**config.mk**
```make
export PLATFORM = sky130hd
export DESIGN_NAME = program_memory_loader
export DESIGN_NICKNAME = d
export VERILOG_FILES = /design/src/rtl/program_memory_loader.sv
export SDC_FILE = /design/constraint.sdc
export NUM_CORES = 1
export LEC_CHECK = 0
export CAP_MARGIN = 0
export CORE_ASPECT_RATIO = 1.1
export CORE_MARGIN = 5
export CORE_UTILIZATION = 50
export CTS_CLUSTER_DIAMETER = 120
export DETAILED_ROUTE_END_ITERATION = 8
export GPL_TIMING_DRIVEN = 0
export PLACE_DENSITY = 0.79
export SYNTH_ARGS = -nofsm -noshare
export SYNTH_HDL_FRONTEND = slang
export SYNTH_SLANG_ARGS = --single-unit
```
**constraint.sdc**
```tcl
create_clock -name clk -period 2.7 [get_ports clk]
set_input_delay 0.675 -clock clk [delete_from_list [all_inputs] [get_ports clk]]
set_output_delay 0.675 -clock clk [all_outputs]
set_load 0.02 [all_outputs]
```
**src/rtl/program_memory_loader.sv**
```systemverilog
// Streams a little-endian byte image (header word count, then words) into program memory.
// Optional PROGRAM_LOADER_CHECKSUM_EN adds a trailing 32-bit sum check before the CPU is released.
//
// state     | meaning
// ----------+-----------------------------------------------------------
// S_IDLE    | waiting for Start after reset, bytes ignored
// S_HEADER  | collecting the 4-byte word count
// S_PAYLOAD | collecting the 4 bytes of the next instruction word
// S_WRITE   | single-cycle memory write strobe, byte intake paused
// S_CHECK   | collecting the 4-byte checksum (checksum build only)
// S_DONE    | image accepted, CPU released
// S_ERROR   | image rejected, CPU held
module program_memory_loader #(
  parameter int          MEMORY_DEPTH = 32,
  parameter int          DATA_WIDTH   = 32,
  parameter logic [31:0] BASE_ADDRESS = 32'h0040_0000
) (
  input  logic        clk,
  input  logic        reset,
  input  logic        Start,
  input  logic [7:0]  ByteIn,
  input  logic        ByteValid,
  output logic        ByteReady,
  output logic        WriteEnable,
  output logic [31:0] WriteAddress,
  output logic [31:0] WriteData,
  output logic [7:0]  WordsWritten,
  output logic        CpuHold,
  output logic        Done,
  output logic        Error
);

  localparam logic [1:0] LAST_BYTE = 2'(DATA_WIDTH / 8 - 1);

  typedef enum logic [2:0] {
    S_IDLE,
    S_HEADER,
    S_PAYLOAD,
    S_WRITE,
    S_CHECK,
    S_DONE,
    S_ERROR
  } state_t;

  state_t      state;
  logic [1:0]  byte_idx;
  logic [23:0] byte_buf;
  logic [7:0]  word_total;
  logic        accept;
  logic        group_last;
  logic [31:0] group;

  // The fourth byte completes a group combinationally so it can be used on its accepting edge.
  assign accept     = ByteValid & ByteReady;
  assign group_last = accept && (byte_idx == LAST_BYTE);
  assign group      = {ByteIn, byte_buf};

`ifdef PROGRAM_LOADER_CHECKSUM_EN
  logic [31:0] running_sum;
`endif

  always_ff @(posedge clk) begin
    if (reset) begin
      state        <= S_IDLE;
      byte_idx     <= 2'd0;
      byte_buf     <= 24'd0;
      word_total   <= 8'd0;
      ByteReady    <= 1'b0;
      WriteEnable  <= 1'b0;
      WriteAddress <= BASE_ADDRESS;
      WriteData    <= 32'd0;
      WordsWritten <= 8'd0;
      CpuHold      <= 1'b1;
      Done         <= 1'b0;
      Error        <= 1'b0;
`ifdef PROGRAM_LOADER_CHECKSUM_EN
      running_sum  <= 32'd0;
`endif
    end else begin
      WriteEnable <= 1'b0;

      if (accept) begin
        byte_idx <= byte_idx + 2'd1;
        case (byte_idx)
          2'd0:    byte_buf[7:0]   <= ByteIn;
          2'd1:    byte_buf[15:8]  <= ByteIn;
          2'd2:    byte_buf[23:16] <= ByteIn;
          default: ;
        endcase
      end

      case (state)
        S_IDLE, S_DONE, S_ERROR: begin
          if (Start) begin
            state        <= S_HEADER;
            ByteReady    <= 1'b1;
            byte_idx     <= 2'd0;
            WordsWritten <= 8'd0;
            CpuHold      <= 1'b1;
            Done         <= 1'b0;
            Error        <= 1'b0;
`ifdef PROGRAM_LOADER_CHECKSUM_EN
            running_sum  <= 32'd0;
`endif
          end
        end

        S_HEADER: begin
          if (group_last) begin
            if (group == 32'd0 || group > 32'(MEMORY_DEPTH)) begin
              state     <= S_ERROR;
              ByteReady <= 1'b0;
              Error     <= 1'b1;
            end else begin
              state      <= S_PAYLOAD;
              word_total <= group[7:0];
            end
          end
        end

        S_PAYLOAD: begin
          if (group_last) begin
            state        <= S_WRITE;
            ByteReady    <= 1'b0;
            WriteEnable  <= 1'b1;
            WriteData    <= group;
            WriteAddress <= BASE_ADDRESS + {22'd0, WordsWritten, 2'b00};
          end
        end

        S_WRITE: begin
          WordsWritten <= WordsWritten + 8'd1;
`ifdef PROGRAM_LOADER_CHECKSUM_EN
          running_sum  <= running_sum + WriteData;
`endif
          if (WordsWritten == word_total - 8'd1) begin
`ifdef PROGRAM_LOADER_CHECKSUM_EN
            state     <= S_CHECK;
            ByteReady <= 1'b1;
`else
            state     <= S_DONE;
            Done      <= 1'b1;
            CpuHold   <= 1'b0;
`endif
          end else begin
            state     <= S_PAYLOAD;
            ByteReady <= 1'b1;
          end
        end

`ifdef PROGRAM_LOADER_CHECKSUM_EN
        S_CHECK: begin
          if (group_last) begin
            ByteReady <= 1'b0;
            if (group == running_sum) begin
              state   <= S_DONE;
              Done    <= 1'b1;
              CpuHold <= 1'b0;
            end else begin
              state <= S_ERROR;
              Error <= 1'b1;
            end
          end
        end
`endif

        default: begin
          state     <= S_IDLE;
          ByteReady <= 1'b0;
        end
      endcase
    end
  end

endmodule

```
* Word-level counts from Yosys, hierarchy flattened
Cells that the tools add are included. Widths: inputs -> output; s select.
Storage, ports and cells: flip-flop bits (word level) 114, bits in latches 0, RAM bits 0, ROM bits 0, output and inout bits 77, word-level logic and storage cells 82, memories 0
Cells by class: $add $sub $neg 4, $mul 0, divide/modulo/power cells 0, order comparisons 1, equality and inequality tests 15, shift-type cells 0, mux-type cells 26, bitwise logic cells 3, reductions and logical operators 19
Operators with widths (count):
- $gt 32x6->1 const B | 1
- $logic_not 32->1 | 1
- $add 23x10->24 const A | 1
- $pmux 8 s2 | 1
- $mux 3 | 5
- $ne 2x2->1 const B | 6
- $pmux 3 s4 | 1
- $mux 1 | 11
- $reduce_and 2->1 | 5
- $reduce_and 3->1 | 3
- $add 8x1->8 const B | 1
- $eq 8x8->1 | 1
- $mux 8 | 1
- $sub 8x1->8 const B | 1
- $eq 3x2->1 const B | 2
- $eq 3x3->1 const B | 2
- $mux 2 | 3
- $pmux 1 s2 | 3
- $reduce_and 5->1 | 1
- $eq 2x2->1 const B | 2
- $pmux 1 s4 | 1
- $reduce_and 4->1 | 1
- $reduce_bool 2->1 | 2
- $eq 3x1->1 const B | 1
- 10 further kinds | 11

* Longest topological paths before layout
Gate-level depths: netlist of run 1.
word-level depth 5, mapped depth 8

* Least setup slack after synthesis of run 1
OpenSTA, ideal clock, no wires.
path type register -> register, from register WordsWritten[5], to register state[1], setup time 0.115 ns, arrival time 1.972 ns, required time 2.585 ns, path slack 0.613 ns, stages on the path, launching flop included 7, path buffers 1, path through dfxtp_1 -> clkbuf_1 -> or4b_1 -> o211ai_1 -> a31oi_1 -> or3_1 -> o21a_1
Between the ends: cells in the longest elaborated chain, start to end 3
RTL lines:
- from (decl) | RTL line 27 | output logic [7:0] WordsWritten,
- from (signal assigned) | RTL line 132 | WordsWritten <= WordsWritten + 8'd1;
- $eq 8x8->1 | RTL line 136 | if (WordsWritten == word_total - 8'd1) begin
- $mux 3 | RTL line 136
- $pmux 3 s4 | RTL line 92 | case (state)
- to (signal assigned) | RTL line 95 | state <= S_HEADER;
- to (signal assigned) | RTL line 141 | state <= S_DONE;
- to (signal assigned) | RTL line 146 | state <= S_PAYLOAD;
- to (decl) | RTL line 45 | state_t state;
Every way passes these cells. A chain may end at the register's enable or synchronous reset.

* Final worst setup path of run 1
from input ByteIn[5], to register word_total[2]
Between the ends: cells in the longest elaborated chain, start to end 4, elaborated cells on any way between the ends 5, those cells by class 1 x order compare; 1 x bitwise; 3 x reduce/logical
RTL lines:
- from (decl) | RTL line 21 | input logic [7:0] ByteIn,
- $gt 32x6->1 or $logic_not 32->1 (tied branches) | RTL line 110 | if (group == 32'd0 || group > 32'(MEMORY_DEPTH)) begin
- $logic_or 1x1->1 (*) | RTL line 110
- $not 1->1 (no line) (*)
- $reduce_and 3->1 (no line) (*)
- to (signal assigned) | RTL line 116 | word_total <= group[7:0];
- to (decl) | RTL line 48 | logic [7:0] word_total;
Mark *: on every way between the ends. The rest lies on a longest branch, timed or not.

==> flow_summary.toml, run 1 <==
[outcome]
outcome = "finished, final reports clean"

[global_routing]
grt_pass1_wl_mm = 16.8
antenna_found_initial = 0
first_global_vias = 3471
grt_max_degree = 17
grt_use_total_pct = 21.2
grt-ovfl-total = 0

[detailed_routing]
dr.pass1.iters = 5
vias = 3706
avgViaCountPerCell = 5.17
route.detailed.drc = 0
drt_iter0_drc = 249
wl_per_cell_um = 14.1
drt-total-wl_mm = 10.1
drtAntennaViolNets = 0

[synthesis]
async_flop_share_pct = 0
ys_ff_latch = 90
synth.distinct_cells = 46
synth_area_mm2 = 0.00403
ys_top_cells_by_count = "114 x nand2_1, 90 x dfxtp_1, 77 x a21oi_1"
synth.avg_cell_area_um2 = 7.94
synthFlopType = "dfxtp_1"
synth_edf_count = 0
synth_area_leaders = "dfxtp_1 45%, nand2_1 11%, a21oi_1 9.6%, buf_4 4.5%, nand3_1 4.1%"
synth_top_area_share_pct = 44.7
ys_seq_area_share_pct = 44.7
synth.most_common_cell = "nand2_1"
ys_warn_count = 0
yosysTopAreaCell = "dfxtp_1"
synthCells = 507

[power]
internal_power_uw = 2030
powerDensity_mw_per_mm2 = 581
max-vdd-ir-drop_uv = 430
fin_total_pwr_uw = 2950
swShare_pct = 31.3
clock_power_share_pct = 31.6
leakage_uw = 0.00183
seq_power_share_pct = 47.9
power_frac_comb_pct = 20.5
netSwitchingPower_uw = 924

[timing]
drv_slew = 0
rsz0062_at_grt = "no"
finalHoldViolations = 0
skew_ns = 0.0120
slew_headroom_pct = 60.5
timing_worst_slew_pin_value_ns = 0.593
setup_viol = 0
hold_slack_ns = 0.454
post-route-period-util_pct = 94.1
max_freq_mhz = 393
min_period_ns = 2.54

[finish]
nets = 622
stdcell_count = 717
final_cell_area_mm2 = 0.00509
antenna_cells = 0
area_delta_synth_final_pct = 26.3
drive_above_1_share_pct = 8.21
fillers = 680

[setup_path]
crit_fanout = 8
end_kind = "flop"
start_kind = "primary input"
worstSetupPathType = "in -> reg"
cp.required_ns = 2.94
cp.arrival_ns = 2.78

[run]
drv_cap = 0

[placement]
dp_cells = 701
port_buffers = 64
place.gp.congestion = 0.885
place_hpwl_mm = 7.53
place_area_mm2 = 0.00489

[clock_network]
cts_sinks = 90
cts_root_buf = "clkbuf_8"
clk_latency_ns = 0.36
ctsLongestPathBuffers = 2
cts_resized = 0
cts_htree_levels = 3
tritoncts = "yes"
cts_setup_buffers = 0
cts_hold_buf = 0
cts_buffers = 9
clkSlewWorstSetupHoldPaths_ns = 0.08

[min_path]
hold_path.class = "reg -> reg"

[die]
die_height_um = 104
coreArea_mm2 = 0.00787
die_w_um = 95.6
initial_core_util_pct = 51.2
rows = 34
dieArea_mm2 = 0.00995
io_pins = 89
-- per-stage QoR --
stage	setup TNS [ns]	util [%]	setup WS, ns
finish	0	64.6	0.158
global route	0	64.6	0.0128
CTS	0	64.6	0.174
detailed placement	-1.43	62.1	-0.180
global placement	-1.12	62.1	-0.137
floorplan	0	-	0.613
-- worst max-delay path, cell delays in order --
cell	delay (ns)
clkdlybuf4s50_1	0.59
nor4_1	0.35
nand4_1	0.19
nor4_4	0.44
nand4_4	0.26
mux2i_1	0.22
nor2_1	0.05
-- sequential cells by signal, indices dropped and copies added, names as in the netlist, 2 cells and up --
signal / count
WordsWritten: 8
WriteAddress: 8
WriteData: 32
byte_buf: 24
byte_idx: 2
state: 3
word_total: 8
-- cell usage in the layout (no fill, tap or decap), types with 2 or more instances in the layout --
cell type | synthesis | routed
nor2_1 | 27 | 27
o21ai_0 | 6 | 6
nor3_1 | 6 | 6
dfxtp_1 | 90 | 90
a211oi_1 | 4 | 4
mux2_2 | 2 | 2
and3_1 | 2 | 2
nand4_1 | 3 | 3
ha_1 | 6 | 6
nand3_1 | 33 | 33
xor2_1 | 5 | 5
or2_2 | 2 | 2
a21oi_1 | 77 | 77
clkbuf_8 | 0 | 9
nor2b_1 | 3 | 3
buf_1 | 3 | 3
inv_1 | 10 | 10
xnor2_1 | 8 | 8
a31oi_1 | 2 | 2
buf_4 | 24 | 24
nand3b_1 | 4 | 4
or3_1 | 2 | 2
mux2i_1 | 8 | 8
clkbuf_1 | 30 | 31
clkdlybuf4s50_1 | 0 | 64
conb_1 | 2 | 24
nand2_1 | 114 | 114
inv_6 | 0 | 2
and2_1 | 3 | 3
o21a_1 | 4 | 4
clkinv_4 | 0 | 2
and3b_2 | 2 | 2
nor4_1 | 8 | 8
-- cells by family after synthesis --
| logic type | after synthesis | share of synthesized area, % |
|---|---|---|
| fa+ha+maj | 6 | 1.86 |
| buf+inv | 67 | 8.48 |
| simple gates | 218 | 25.4 |
| xor+xnor | 13 | 2.83 |
| compound gates | 101 | 13.9 |
| other cells | 2 | 0.186 |
| mux | 10 | 2.55 |
| flops | 90 | 44.7 |
-- per-layer routing --
layer | vias up | part of all wire, % | global-route usage [%] | wire, µm
li1 | 1856 | - | - | -
met1 | 1715 | 42 | 27.9 | 4280
met2 | 116 | 48 | 33.3 | 4870
met3 | 19 | 6.5 | 4.56 | 658
met4 | 0 | 2.7 | 8.54 | 268
met5 | - | 0 | 0 | 0
-- path summary, 6_finish.rpt --
check,cells after the start,startpoint,endpoint,slack (ns)
setup reg to reg,7,word_total[2],state[1],0.44
hold / removal,2,WriteAddress[3],WriteAddress[3],0.45
hold reg to reg,2,WriteAddress[3],WriteAddress[3],0.45
setup / recovery,7,ByteIn[5],word_total[2],0.16
-- power by group through the flow --
stage                     clock network [µW]  registers [µW]  logic (µW)
after floorplan                            0            1450         439
after global placement                     0            1440         578
after detailed placement                   0            1440         594
after CTS                                942            1410         599
after global routing                    1020            1420         673
final                                    933            1410         607
-- layout make-up --
| type | count | area [µm²] | area share, % |
|---|---|---|---|
| Timing Repair Buffer | 64 | 641 | 12.6 |
| Clock buffer | 10 | 128 | 2.51 |
| Buffer | 57 | 304 | 5.98 |
| Tap cell | 108 | 135 | 2.66 |
| Inverter | 10 | 37.5 | 0.738 |
| Multi-Input combinational cell | 372 | 1970 | 38.7 |
| Clock inverter | 6 | 72.6 | 1.43 |
| Sequential cell | 90 | 1800 | 35.4 |
(Power assumes the default switching activity.)
==> inputs of run 2 (changes only) <==
--- a/config.mk
+++ b/config.mk
@@ -5,13 +5,12 @@
 export SDC_FILE = /design/constraint.sdc
 export NUM_CORES = 1
 export LEC_CHECK = 0
-export CAP_MARGIN = 0
+export CAP_MARGIN = 20
 export CORE_ASPECT_RATIO = 1.1
 export CORE_MARGIN = 5
 export CORE_UTILIZATION = 50
 export CTS_CLUSTER_DIAMETER = 120
 export DETAILED_ROUTE_END_ITERATION = 8
-export GPL_TIMING_DRIVEN = 0
 export PLACE_DENSITY = 0.79
 export SYNTH_ARGS = -nofsm -noshare
 export SYNTH_HDL_FRONTEND = slang
==> run 2 against run 1 <==
  * Combinational power decreased by 12%
  * Clock skew decreased by 0.0016 ns
  * Critical path depth unchanged
  * Die area unchanged
  * Largest cell class unchanged
  * Highest routed layer unchanged
==> flow_summary.toml, run 2 (synthesis results as in run 1) <==
[outcome]
outcome = "finished, final reports clean"

[clock_network]
tritoncts = "yes"
clkSlewWorstSetupHoldPaths_ns = 0.09
cts_sinks = 90
cts_buffers = 9
ctsLongestPathBuffers = 2
cts_htree_levels = 3
cts_resized = 0
clk_latency_ns = 0.35
cts_setup_buffers = 0
cts_root_buf = "clkbuf_8"
cts_hold_buf = 0

[finish]
nets = 583
largest_reg_flops = 32
reg_top3 = "WriteData: 32 flops, byte_buf: 24 flops"
stdcell_count = 677
largest-register = "WriteData"
area_delta_synth_final_pct = 22.9
final_cell_mix = "114 x nand2_1, 90 x dfxtp_1, 77 x a21oi_1, 63 x clkdlybuf4s50_1, 33 x nand3_1"
drive_above_1_share_pct = 7.91
antenna_cells = 0
final_common_cell = "nand2_1"

[timing]
min_period_ns = 2.46
setup_tns_ns = 0
setup_viol = 0
rsz0062_at_grt = "no"
hold_slack_ns = 0.455
timing_worst_slew_pin_value_ns = 0.651
max_freq_mhz = 407
post-route-period-util_pct = 91.0
setup_ws_ns = 0.244
drv_slew = 0
skew_ns = 0.0104
finalHoldViolations = 0
slew_headroom_pct = 56.6

[setup_path]
worstSetupPathType = "in -> reg"
max_stage_delay_ns = 0.45
crit_fanout = 8
worstPathBufferInverterCount = 1
crit_slowest_cell = "clkdlybuf4s50_1"
cp_top_family = "simple AND/OR/NAND/NOR gates"
cp.arrival_ns = 2.67
end_kind = "flop"
start_kind = "primary input"
crit_chain = "clkdlybuf4s50_1, nor4_1, nand4_1, nor4_4, nand4_4, mux2i_1, nor2_1"
cp.required_ns = 2.92

[placement]
port_buffers = 64
place.gp.congestion = 0.845
pre_cts_slack_ns = -0.110
dp_cells = 662
place_hpwl_mm = 7.10

[detailed_routing]
dr.pass1.iters = 4
vias = 3591
avgViaCountPerCell = 5.30
drt_iter0_drc = 205
wl_per_cell_um = 14.4
drtAntennaViolNets = 0
drt-total-wl_mm = 9.73
route.detailed.drc = 0

[die]
dieArea_mm2 = 0.00995
coreArea_mm2 = 0.00787
rows = 34
die_w_um = 95.6
die_height_um = 104
initial_core_util_pct = 51.2
io_pins = 89

[power]
powerDensity_mw_per_mm2 = 604
max-vdd-ir-drop_uv = 354
leakage_uw = 0.00177

[global_routing]
antenna_found_initial = 0
grt-ovfl-total = 0
first_global_vias = 3450
grt_use_total_pct = 20.1
grt_pass1_wl_mm = 16.1
grt_max_degree = 44

[run]
drv_cap = 0

[min_path]
hold_path.class = "reg -> reg"
==> run 2: cell types whose count changed in the layout (fill, tap and decap cells not counted), moves of 2 or more <==
cell	before	now
buf_1	3	0
buf_12	0	2
clkinv_4	2	0
buf_4	24	16
clkbuf_1	31	0
==> run 2: worst paths after layout <==
check	start	to	slack (ns)	cells past startpoint
worst min-delay path	WriteData[16]	WriteData[16]	0.46	2
worst max register to register	byte_buf[4]	word_total[4]	0.49	6
worst max-delay path	ByteIn[0]	word_total[4]	0.24	7
worst min register to register	WriteData[16]	WriteData[16]	0.46	2
==> run 2: worst reg2reg max path: cells and delay by family (launching register included) <==
kind               cells  cell delay (ns)
and+or+nand+nor        4             1.26
AOI/OAI and AO/OA      1             0.21
muxes                  1             0.23
DFF                    1             0.37
==> run 2: power breakdown <==
| group | leakage, µW | internal, µW | switching (µW) | total, µW |
|---|---|---|---|---|
| Combinational | 0.000935 | 199 | 336 | 535 |
| Sequential | 0.000726 | 1370 | 80.8 | 1450 |
| Clock | 0.000106 | 521 | 480 | 1000 |
| Total | 0.00177 | 2090 | 897 | 2990 |
==> run 2: through the flow <==
stage               area (µm²)  total power (µW)  util, %
floorplan                 4110              1890        -
global placement          4740              1990     60.2
detailed placement        4740              2010     60.2
CTS                       4950              2990     62.9
global route              4950              3130     62.9
finish                    4950              2990     62.9
==> run 2: layout make-up <==
| type | count | area [µm²] |
|---|---|---|
| Sequential cell | 90 | 1800 |
| Clock buffer | 9 | 124 |
| Multi-Input combinational cell | 372 | 1970 |
| Fill cell | 690 | 2920 |
| Timing Repair Buffer | 82 | 796 |
| Inverter | 10 | 37.5 |
| Tap cell | 108 | 135 |
| Clock inverter | 6 | 90.1 |
==> run 2: metal layers <==
layer / GRT usage (%) / vias up / wire length, µm
li1: - / 1777 / -
met1: 25.1 / 1680 / 4050
met2: 32.9 / 111 / 4810
met3: 4.05 / 23 / 638
met4: 8.84 / 0 / 238
met5: 0 / - / 0
